[src/rtl/hybrid_pkg.sv]
// Shared types for the decode-to-execute skid stage: default payload widths,
// the skid FSM state encoding and the packed payload layout.
package hybrid_pkg;
  localparam int DATA_W = 32;
  localparam int REG_AW = 5;
  localparam int CTRL_W = 8;

  typedef enum logic [1:0] {
    EMPTY = 2'd0,
    BUSY  = 2'd1,
    FULL  = 2'd2
  } skid_state_t;

  // Field order matches the flat payload vector built in decode_exec_skid.
  typedef struct packed {
    logic [DATA_W-1:0] extimm;
    logic [DATA_W-1:0] rd1;
    logic [DATA_W-1:0] rd2;
    logic [REG_AW-1:0] wa3;
    logic [CTRL_W-1:0] ctrl;
  } dex_payload_t;
endpackage

[src/rtl/pipe_slot.sv]
// Loadable payload register with load enable; async reset clears it to zero.
module pipe_slot #(
  parameter int W = 8
) (
  input  logic         clk,
  input  logic         rst_n,
  input  logic         i_load,
  input  logic [W-1:0] i_d,
  output logic [W-1:0] o_q
);
  logic [W-1:0] r_q;

  always_ff @(posedge clk or negedge rst_n) begin
    if (!rst_n)      r_q <= '0;
    else if (i_load) r_q <= i_d;
  end

  assign o_q = r_q;
endmodule

[src/rtl/decode_exec_skid.sv]
// Decode-to-execute stage: 2-entry skid buffer (main + skid slot) whose ready and
// valid decode from state only, with sync flush and a saturating back-pressure counter.
//
//  state | meaning
//  EMPTY | no beat held; out_valid=0, in_ready=1
//  BUSY  | main slot holds the head beat
//  FULL  | main and skid both hold beats; input blocked
module decode_exec_skid #(
  parameter int DATA_W = 32,
  parameter int REG_AW = 5,
  parameter int CTRL_W = 8,
  parameter int CNT_W  = 16
) (
  input  logic              clk,
  input  logic              rst_n,
  input  logic              flush,
  input  logic              in_valid,
  output logic              in_ready,
  input  logic [DATA_W-1:0] in_extimm,
  input  logic [DATA_W-1:0] in_rd1,
  input  logic [DATA_W-1:0] in_rd2,
  input  logic [REG_AW-1:0] in_wa3,
  input  logic [CTRL_W-1:0] in_ctrl,
  output logic              out_valid,
  input  logic              out_ready,
  output logic [DATA_W-1:0] out_extimm,
  output logic [DATA_W-1:0] out_rd1,
  output logic [DATA_W-1:0] out_rd2,
  output logic [REG_AW-1:0] out_wa3,
  output logic [CTRL_W-1:0] out_ctrl,
  output logic [CNT_W-1:0]  stall_cnt
);
  import hybrid_pkg::*;

  localparam int PL_W = 3*DATA_W + REG_AW + CTRL_W;

  skid_state_t     r_state, w_state_nxt;
  logic            w_in_ready, w_out_valid;
  logic            w_in_fire, w_out_fire;
  logic            w_main_load, w_skid_load, w_main_from_skid;
  logic [PL_W-1:0] w_in_pl, w_main_d, w_main_q, w_skid_q;
  logic [CNT_W-1:0] r_stall_cnt;

  assign w_in_ready  = (r_state != FULL);
  assign w_out_valid = (r_state != EMPTY);
  assign w_in_fire   = in_valid & w_in_ready;
  assign w_out_fire  = w_out_valid & out_ready;
  assign w_in_pl     = {in_extimm, in_rd1, in_rd2, in_wa3, in_ctrl};

  always_ff @(posedge clk or negedge rst_n) begin
    if (!rst_n) r_state <= EMPTY;
    else        r_state <= w_state_nxt;
  end

  always_comb begin
    w_state_nxt      = r_state;
    w_main_load      = 1'b0;
    w_skid_load      = 1'b0;
    w_main_from_skid = 1'b0;
    case (r_state)
      EMPTY: begin
        if (w_in_fire) begin
          w_main_load = 1'b1;
          w_state_nxt = BUSY;
        end
      end
      BUSY: begin
        if (w_in_fire && w_out_fire) begin
          w_main_load = 1'b1;
        end else if (w_in_fire) begin
          w_skid_load = 1'b1;
          w_state_nxt = FULL;
        end else if (w_out_fire) begin
          w_state_nxt = EMPTY;
        end
      end
      FULL: begin
        if (w_out_fire) begin
          w_main_load      = 1'b1;
          w_main_from_skid = 1'b1;
          w_state_nxt      = BUSY;
        end
      end
      default: w_state_nxt = EMPTY;
    endcase
    // Flush wins: any beat captured this cycle is dropped; payload regs keep stale data.
    if (flush) begin
      w_state_nxt = EMPTY;
      w_main_load = 1'b0;
      w_skid_load = 1'b0;
    end
  end

  assign w_main_d = w_main_from_skid ? w_skid_q : w_in_pl;

  pipe_slot #(.W(PL_W)) u_main (
    .clk    (clk),
    .rst_n  (rst_n),
    .i_load (w_main_load),
    .i_d    (w_main_d),
    .o_q    (w_main_q)
  );

  pipe_slot #(.W(PL_W)) u_skid (
    .clk    (clk),
    .rst_n  (rst_n),
    .i_load (w_skid_load),
    .i_d    (w_in_pl),
    .o_q    (w_skid_q)
  );

  always_ff @(posedge clk or negedge rst_n) begin
    if (!rst_n)
      r_stall_cnt <= '0;
    else if (w_out_valid && !out_ready && (r_stall_cnt != {CNT_W{1'b1}}))
      r_stall_cnt <= r_stall_cnt + 1'b1;
  end

  assign in_ready  = w_in_ready;
  assign out_valid = w_out_valid;
  assign {out_extimm, out_rd1, out_rd2, out_wa3, out_ctrl} = w_main_q;
  assign stall_cnt = r_stall_cnt;
endmodule

[config.mk]
export PLATFORM = sky130hd
export DESIGN_NAME = decode_exec_skid
export DESIGN_NICKNAME = d
export VERILOG_FILES = /design/src/rtl/hybrid_pkg.sv /design/src/rtl/pipe_slot.sv /design/src/rtl/decode_exec_skid.sv
export SDC_FILE = /design/constraint.sdc
export NUM_CORES = 1
export LEC_CHECK = 0
export CAP_MARGIN = 20
export CORE_UTILIZATION = 54
export CTS_CLUSTER_DIAMETER = 80
export CTS_CLUSTER_SIZE = 14
export DETAILED_ROUTE_END_ITERATION = 16
export HOLD_SLACK_MARGIN = 0.12
export PLACE_DENSITY = 0.93
export SLEW_MARGIN = 20
export SYNTH_ARGS = -nofsm -noshare
export SYNTH_HDL_FRONTEND = slang
export SYNTH_SLANG_ARGS = --single-unit
[constraint.sdc]
create_clock -name clk -period 3.05 [get_ports clk]
set_clock_uncertainty 0.05 [all_clocks]
set_input_delay 0.61 -clock clk [delete_from_list [all_inputs] [get_ports clk]]
set_output_delay 0.61 -clock clk [all_outputs]
set_load 0.05 [all_outputs]
==> results of run 1 <==
[cell type report]
type / count / area (um2)
clock buffers: 22 / 539
fillers: 1223 / 5050
multi-input cells: 395 / 4180
flip-flops and latches: 236 / 5910
well taps: 234 / 293
repair buffers: 265 / 2740
[power by group through the flow]
stage / clock (mW) / combinational, mW / sequential [mW]
6_report: 2.27 / 3.13 / 4.29
5_1_grt: 2.45 / 3.27 / 4.39
4_1_cts: 2.32 / 3.16 / 4.30
3_5_place_dp: 0 / 3.14 / 4.34
3_3_place_gp: 0 / 3.07 / 4.28
2_1_floorplan: 0 / 0.882 / 5.39
[flip-flops by register name (all words and copies together) (netlist names)]
signal / cells
r_state: 2
stall_cnt: 16
u_skid.o_q: 109
u_main.o_q: 109
[how the worst min path moves through the flow]
stage / startpoint / end / slack [ns] / cells after the start
after floorplan: rst_n / r_state[0] / 0.26 / 0
final: u_skid.o_q[29] / u_skid.o_q[29] / 0.45 / 1
after global placement: u_skid.o_q[30] / u_skid.o_q[30] / 0.43 / 1
after detailed placement: u_skid.o_q[0] / u_skid.o_q[0] / 0.44 / 1
after CTS: u_skid.o_q[53] / u_skid.o_q[53] / 0.46 / 1
after global routing: u_skid.o_q[35] / u_skid.o_q[35] / 0.47 / 1
[cell families (layout without fill, tap and decap cells)]
group	count (synthesis)	count (layout)	share of synthesized area (%)
buffers and inverters	37	287	2.05
xor gates and xnor gates	14	14	1.19
AOI/OAI and AO/OA	5	5	0.402
muxes	330	330	36.5
DFF	236	236	57.5
and+or+nand+nor	45	45	2.24
adders and majority gates	1	1	0.122
[worst register-to-register path, cell delays in order, from the launching register on]
cell and delay [ns]:
dfrtp_1 0.47, nor2b_1 0.15, and2_1 0.21, o21bai_4 0.48, buf_12 0.26, mux2_2 0.36
[per-layer routing]
| metal | share of wire [%] | routed length (um) | track usage [%] |
|---|---|---|---|
| met1 | 41 | 8950 | 28.5 |
| met2 | 50 | 11000 | 38.6 |
| met3 | 6.2 | 1350 | 5.50 |
| met4 | 2.2 | 479 | 6.54 |
| met5 | 0 | 0 | 0 |
[repair_timing]
item / CTS / global route
gates resized for setup: 0 / 0
hold buffers: 1 / 0
endpoints found under the hold margin: 71 / 0
endpoints found under the setup margin: 0 / 0
[cell usage in the layout, fill, tap and decap left out, drive strengths merged, types with 2 or more instances in the layout]
master,netlist,routed
nand2,10,10
clkbuf,0,22
nor2,9,9
clkdlybuf4s50,0,239
dfrtp,236,236
nand3,7,7
mux2,329,329
xor2,4,4
nor4,2,2
xnor2,10,10
buf,37,25
nand4,8,8
==> results.cfg, run 1 <==
[run_status]
status = finished with violations
violations = design-rule violations

[timing]
period_needed_ns = 2.62
final_hold_viol_count = 0
hold_slack_ns = 0.452
tns_ns = 0
rsz0062_at_grt = no
fin_ws_ns = 0.430
fmax_mhz = 382
slew_headroom_pct = 60.8
period_share_pct = 85.9
setup_viol = 0
worstMarginPinSlew_ns = 0.587
drv_slew = 0

[logic_synthesis]
synth_most_common_cell = mux2_2
synth_nets = 783
synth_common_cells = mux2_2, dfrtp_1, buf_2
synthTopCellsByArea = dfrtp_1, mux2_2, buf_2
ys_seq_area_share_pct = 57.5
async_reset_ff_share_pct = 100
yosysWarnings = 0
syn_area_um2 = 10300
yosysUniqueCellTypes = 28
ys.flop_type = dfrtp_1
synth_top_area_share_pct = 57.5
yosysTopAreaCell = dfrtp_1
synth_seq_cells = 236
avgSynthCellArea_um2 = 15.4
synth-edff-count = 0
syn_inst = 668

[power]
p_per_area_nw_per_um2 = 710
pwr-share-comb_pct = 32.3
p_int_mw = 6.48
clockPowerShare_pct = 23.4
power_frac_seq_pct = 44.3
ir_worst_vdd_mv = 0.607
power.total_mw = 9.69
p_sw_share_pct = 33.1
cellLeakagePower_nw = 5.85
p_switching_mw = 3.21

[place]
port_buffers = 240
placed_area_um2 = 13100
dp.cells = 1129
dpl_worst_slack_ns = 0.278
gp_congestion = 0.775
dp_hpwl_um = 15100

[clock_network]
htree_levels = 1
cts_tree = done
cts_setup_buffers = 0
clk_pin_slew_ns = 0.06
cts.sinks = 236
clkLatencyLatePin_ns = 0.48
root_buffer = clkbuf_16
cts-buffers-inserted = 20
cts_buffer_depth = 3

[setup_path]
reg2reg_depth = 5
cp_cell_sequence = or2_2, clkdlybuf4s50_1
critPathCaptureType = output port
cp-startpoint = r_state[0]
critical_path_depth = 2
path_buf_inv = 1
worstReg2RegEnd = u_main.o_q[82]
cp_slowest_cell = clkdlybuf4s50_1
reg2reg_setup_slack_ns = 0.96
critPathArrivalTime_ns = 1.96
path_class = flip-flop to output port
critPathTopFamily = buffers and inverters
crit_end = out_valid
crit_path_max_fanout = 8
cp.required_ns = 2.39
critPathLaunchType = flip-flop
slowest_delay_ns = 0.70
reg2reg_from = r_state[1]

[route]
via_per_inst = 5.45
drc_errors = 1
finalWirelength_um = 21700
dr.pass1.iters = 11
wire_per_inst_um = 18.9
ant_nets = 0
dr.first_iter.drc_count = 175
dr_total_vias = 6282

[layout]
stdcell_area_um2 = 13700
utilization_pct = 73.0
final_cells = 1152
num_antenna_cells = 0
drive_gt1_share_pct = 41.5
syn_to_final_growth_pct = 32.9
nets = 1033

[floorplan]
dieHeight_um = 140
initial_utilization_pct = 54.9
rows = 50
io_pins = 241
core_um2 = 18700
die_w_um = 140
dieArea_um2 = 19600

[min_path]
hold_path.class = flip-flop to flip-flop

[global_route]
grt_pass1_vias = 6819
grt_overflow = 0
grt_max_degree = 76
grt_pass1_wl_um = 35400
track_usage_pct = 22.6
antenna_found_initial = 0

[run]
max_cap_violations = 0
Note: power is estimated with default switching activity, not from simulation.
==> run 2, diff against run 1 <==
--- a/config.mk
+++ b/config.mk
@@ -13,3 +13,3 @@
 export HOLD_SLACK_MARGIN = 0.12
-export PLACE_DENSITY = 0.93
+export PLACE_DENSITY_LB_ADDON = 0.3
 export SLEW_MARGIN = 20
==> constraint.sdc (replaced) <==
create_clock -name clk -period 3.05 [get_ports clk]
set_clock_uncertainty 0.05 [all_clocks]
set_input_delay 0.7625 -clock clk [delete_from_list [all_inputs] [get_ports clk]]
set_output_delay 0.7625 -clock clk [all_outputs]
set_load 0.05 [all_outputs]
==> run 2 against run 1 <==
  * The run now ends clean
  * Design area down 0.57%
  * Core utilization fell by 0.41 points
  * Non-clock buffer count is 10 lower
  * Via count is 0.57% higher
==> results.cfg, run 2 (same netlist as run 1, synthesis figures left out) <==
[clock_network]
clkLatencyLatePin_ns = 0.49
cts.sinks = 236
holdBufCountCts = 0
ctsResizeCount = 0
cts_tree = done
root_buffer = clkbuf_16
htree_levels = 1
clk_pin_slew_ns = 0.06
cts_buffer_depth = 3
cts_setup_buffers = 0
cts-buffers-inserted = 20

[timing]
period_needed_ns = 2.80
tns_ns = 0
setup_viol = 0
fmax_mhz = 357
hold_slack_ns = 0.203
period_share_pct = 91.8
drv_slew = 0
final_hold_viol_count = 0
slew_headroom_pct = 58.4
worstMarginPinSlew_ns = 0.624
rsz0062_at_grt = no

[layout]
nets = 1023
layout_common_cells = mux2_2, clkdlybuf4s50_1, dfrtp_1
drive_gt1_share_pct = 41.0
utilization_pct = 72.6
num_antenna_cells = 0
layout_commonest_cell = mux2_2
syn_to_final_growth_pct = 32.1

[power]
p_per_area_nw_per_um2 = 713
ir_worst_vdd_mv = 0.542
pwr-share-comb_pct = 32.2
p_sw_share_pct = 33.2
cellLeakagePower_nw = 5.80
p_int_mw = 6.47
p_switching_mw = 3.21
clockPowerShare_pct = 23.4
power_frac_seq_pct = 44.4

[route]
ant_nets = 0
dr.pass1.iters = 4
dr.first_iter.drc_count = 223
finalWirelength_um = 21800
via_per_inst = 5.53
dr_total_vias = 6318
wire_per_inst_um = 19.1
drc_errors = 0

[setup_path]
crit_path_max_fanout = 8
slowest_delay_ns = 0.71
cp.required_ns = 2.24
cp_slowest_cell = clkdlybuf4s50_1
cp_cell_sequence = or2_2, clkdlybuf4s50_1
critPathLaunchType = flip-flop
critPathCaptureType = output port
path_class = flip-flop to output port
critPathArrivalTime_ns = 1.99

[global_route]
grt_max_degree = 80
antenna_found_initial = 0
grt_pass1_wl_um = 35700
grt_pass1_vias = 6971
grt_overflow = 0
track_usage_pct = 22.9

[floorplan]
initial_utilization_pct = 54.9
dieArea_um2 = 19600
dieHeight_um = 140
core_um2 = 18700
io_pins = 241
rows = 50
die_w_um = 140

[min_path]
hold_path.class = primary input to asynchronous set/reset pin

[run_status]
status = finished clean

[place]
port_buffers = 240
dp_hpwl_um = 15000
gp_congestion = 0.791

[run]
max_cap_violations = 0
==> run 2: changes by cell type in the layout (fill, tap and decap cells not counted), sizes merged <==
cell,before,now
dlygate4sd3,1,0
buf,25,16
==> run 2: final cells by class <==
| class | count | area [um2] |
|---|---|---|
| Clock buffer | 22 | 539 |
| Timing Repair Buffer | 255 | 2660 |
| Sequential cell | 236 | 5910 |
| Multi-Input combinational cell | 395 | 4180 |
| Fill cell | 1191 | 5130 |
| Tap cell | 234 | 293 |
==> run 2: worst max-delay path, delay by kind of cell, from the launching register on <==
family                 cells  cell delay (ns)
buffers and inverters      1             0.71
DFF                        1             0.47
and+or+nand+nor            1             0.33
==> run 2: worst paths after layout <==
check / startpoint / depth (start not counted) / to / slack, ns
worst max-delay path: r_state[0] / 2 / out_valid / 0.25
worst min-delay path: rst_n / 1 / u_skid.o_q[84] / 0.20
worst max register to register: r_state[1] / 5 / u_main.o_q[62] / 1.05
worst min register to register: u_skid.o_q[99] / 1 / u_skid.o_q[99] / 0.45
max in group asynchronous: rst_n / 2 / u_main.o_q[65] / 2.00
min in group clk: u_skid.o_q[99] / 1 / u_skid.o_q[99] / 0.45
==> run 2: power groups by stage <==
| stage | registers [mW] | clock network, mW | logic [mW] |
|---|---|---|---|
| 6_report | 4.29 | 2.27 | 3.12 |
| 2_1_floorplan | 5.39 | 0 | 0.882 |
| 3_3_place_gp | 4.27 | 0 | 3.05 |
| 4_1_cts | 4.29 | 2.33 | 3.15 |
| 5_1_grt | 4.38 | 2.46 | 3.27 |
| 3_5_place_dp | 4.34 | 0 | 3.14 |
==> run 2: layer usage <==
layer	track usage [%]	vias up	share of wire [%]
li1	-	2868	-
met4	6.88	0	2.6
met2	41.1	168	51
met3	5.68	46	6.4
met5	0	-	0
met1	27.0	3236	40
==> run 2: through the flow <==
stage	instance area (um2)	setup WS [ns]	cells	total power, mW
after detailed placement	13000	0.255	1120	7.48
after global placement	13000	0.336	1120	7.33
after global routing	13600	0.195	1142	10.1
after CTS	13600	0.237	1142	9.77
after floorplan	10300	0.955	668	6.27
final	13600	0.250	1142	9.68
==> run 3, diff against run 2 <==
- clock period: 3.05 -> 3.48 ns (I/O delays scaled with it)
==> run 3 against run 2 <==
  * Hold slack better by 0.12 ns
  * Critical path depth stayed put
  * Wire length is 2.1% higher
  * Combinational power is 13% lower
  * Sequential cell count stayed put
  * First-iteration DRC count is 2.7% lower
  * Global-route usage is 0.33 points higher
  * Clock power is 12% lower
  * Highest routed layer unchanged
==> results.cfg, run 3 (same netlist as run 1, synthesis figures left out) <==
[setup_path]
critPathTopFamily = buffers and inverters
reg2reg_depth = 4
slowest_delay_ns = 0.70
critPathArrivalTime_ns = 2.01
critPathCaptureType = output port
path_buf_inv = 1
reg2reg_setup_slack_ns = 1.46
cp_slowest_cell = clkdlybuf4s50_1
reg2reg_from = r_state[0]
worstReg2RegEnd = u_main.o_q[50]
cp.required_ns = 2.56
critPathLaunchType = flip-flop
cp_cell_sequence = or2_2, clkdlybuf4s50_1
crit_path_max_fanout = 8
path_class = flip-flop to output port

[clock_network]
clkLatencyLatePin_ns = 0.49
holdBufCountCts = 0
cts_setup_buffers = 0
clk_pin_slew_ns = 0.06
ctsResizeCount = 0
root_buffer = clkbuf_16
cts_buffer_depth = 3
cts-buffers-inserted = 20
cts_tree = done
cts.sinks = 236
htree_levels = 1

[layout]
nets = 1019
layout_common_cells = mux2_2, clkdlybuf4s50_1, dfrtp_1
drive_gt1_share_pct = 40.7
num_antenna_cells = 0
layout_commonest_cell = mux2_2
syn_to_final_growth_pct = 31.5
fillers = 1183

[power]
cellLeakagePower_nw = 5.77
ir_worst_vdd_mv = 0.545
p_per_area_nw_per_um2 = 629
power.total_mw = 8.50

[global_route]
grt_pass1_wl_um = 36300
grt_overflow = 0
antenna_found_initial = 0
track_usage_pct = 23.2
grt_pass1_vias = 6968
grt_max_degree = 86

[route]
drc_errors = 0
dr.pass1.iters = 4
finalWirelength_um = 22200
wire_per_inst_um = 19.5
dr_total_vias = 6277
dr.first_iter.drc_count = 217
ant_nets = 0
via_per_inst = 5.52

[place]
dp_hpwl_um = 15100
port_buffers = 240
gp_congestion = 0.791

[floorplan]
io_pins = 241
dieHeight_um = 140
dieArea_um2 = 19600
core_um2 = 18700
initial_utilization_pct = 54.9
rows = 50
die_w_um = 140

[timing]
worstMarginPinSlew_ns = 0.640
rsz0062_at_grt = no
final_hold_viol_count = 0
slew_headroom_pct = 57.3
fmax_mhz = 342
setup_viol = 0
period_share_pct = 84.1
period_needed_ns = 2.93
tns_ns = 0
drv_slew = 0

[run_status]
status = finished clean

[run]
max_cap_violations = 0

[min_path]
hold_path.class = primary input to asynchronous set/reset pin
run 3: final cells by class:
class	count	area [um2]	area share (%)
timing repair buffer	251	2590	19.2
clock buffer	22	539	3.99
sequential	236	5910	43.7
multi-input combinational	395	4180	31.0
tap	234	293	2.17
run 3: report_power, final:
part | internal (mW) | switching (mW) | total, mW | leakage (nW)
clock network | 1.08 | 0.914 | 2.00 | 0.266
registers | 3.39 | 0.384 | 3.78 | 2.86
logic | 1.19 | 1.54 | 2.72 | 2.64
run 3: worst max path at each step:
stage / startpoint / to / slack [ns] / depth (start not counted)
final: r_state[0] / out_valid / 0.55 / 2
after global routing: r_state[0] / in_ready / 0.50 / 2
after CTS: r_state[0] / in_ready / 0.53 / 2
after detailed placement: in_valid / u_skid.o_q[88] / 0.52 / 5
after global placement: in_valid / u_skid.o_q[84] / 0.55 / 5
after floorplan: in_valid / u_main.o_q[65] / 1.28 / 7
run 3: worst reg2reg max path, cell delays in order, from the launching register on:
cell and delay, ns:
dfrtp_1 0.51, nand3b_1 0.29, buf_12 0.32, mux2_2 0.45, mux2_2 0.28
run 3: layer usage:
metal	up-vias	GRT usage [%]	share of wire [%]
met5	-	0	0
met4	0	6.48	2.2
met3	36	5.26	5.8
met2	174	40.0	51
met1	3221	29.4	41
li1	2846	-	-
run 3: metrics by stage:
stage / util [%] / instances / instance area (um2) / hold WS (ns) / worst slack [ns]
after floorplan: - / 668 / 10300 / 0.425 / 1.28
after global placement: 69.3 / 1116 / 13000 / 0.434 / 0.551
after detailed placement: 69.3 / 1116 / 13000 / 0.440 / 0.525
after CTS: 72.2 / 1138 / 13500 / 0.332 / 0.530
after global routing: 72.2 / 1138 / 13500 / 0.365 / 0.499
final: 72.2 / 1138 / 13500 / 0.325 / 0.552
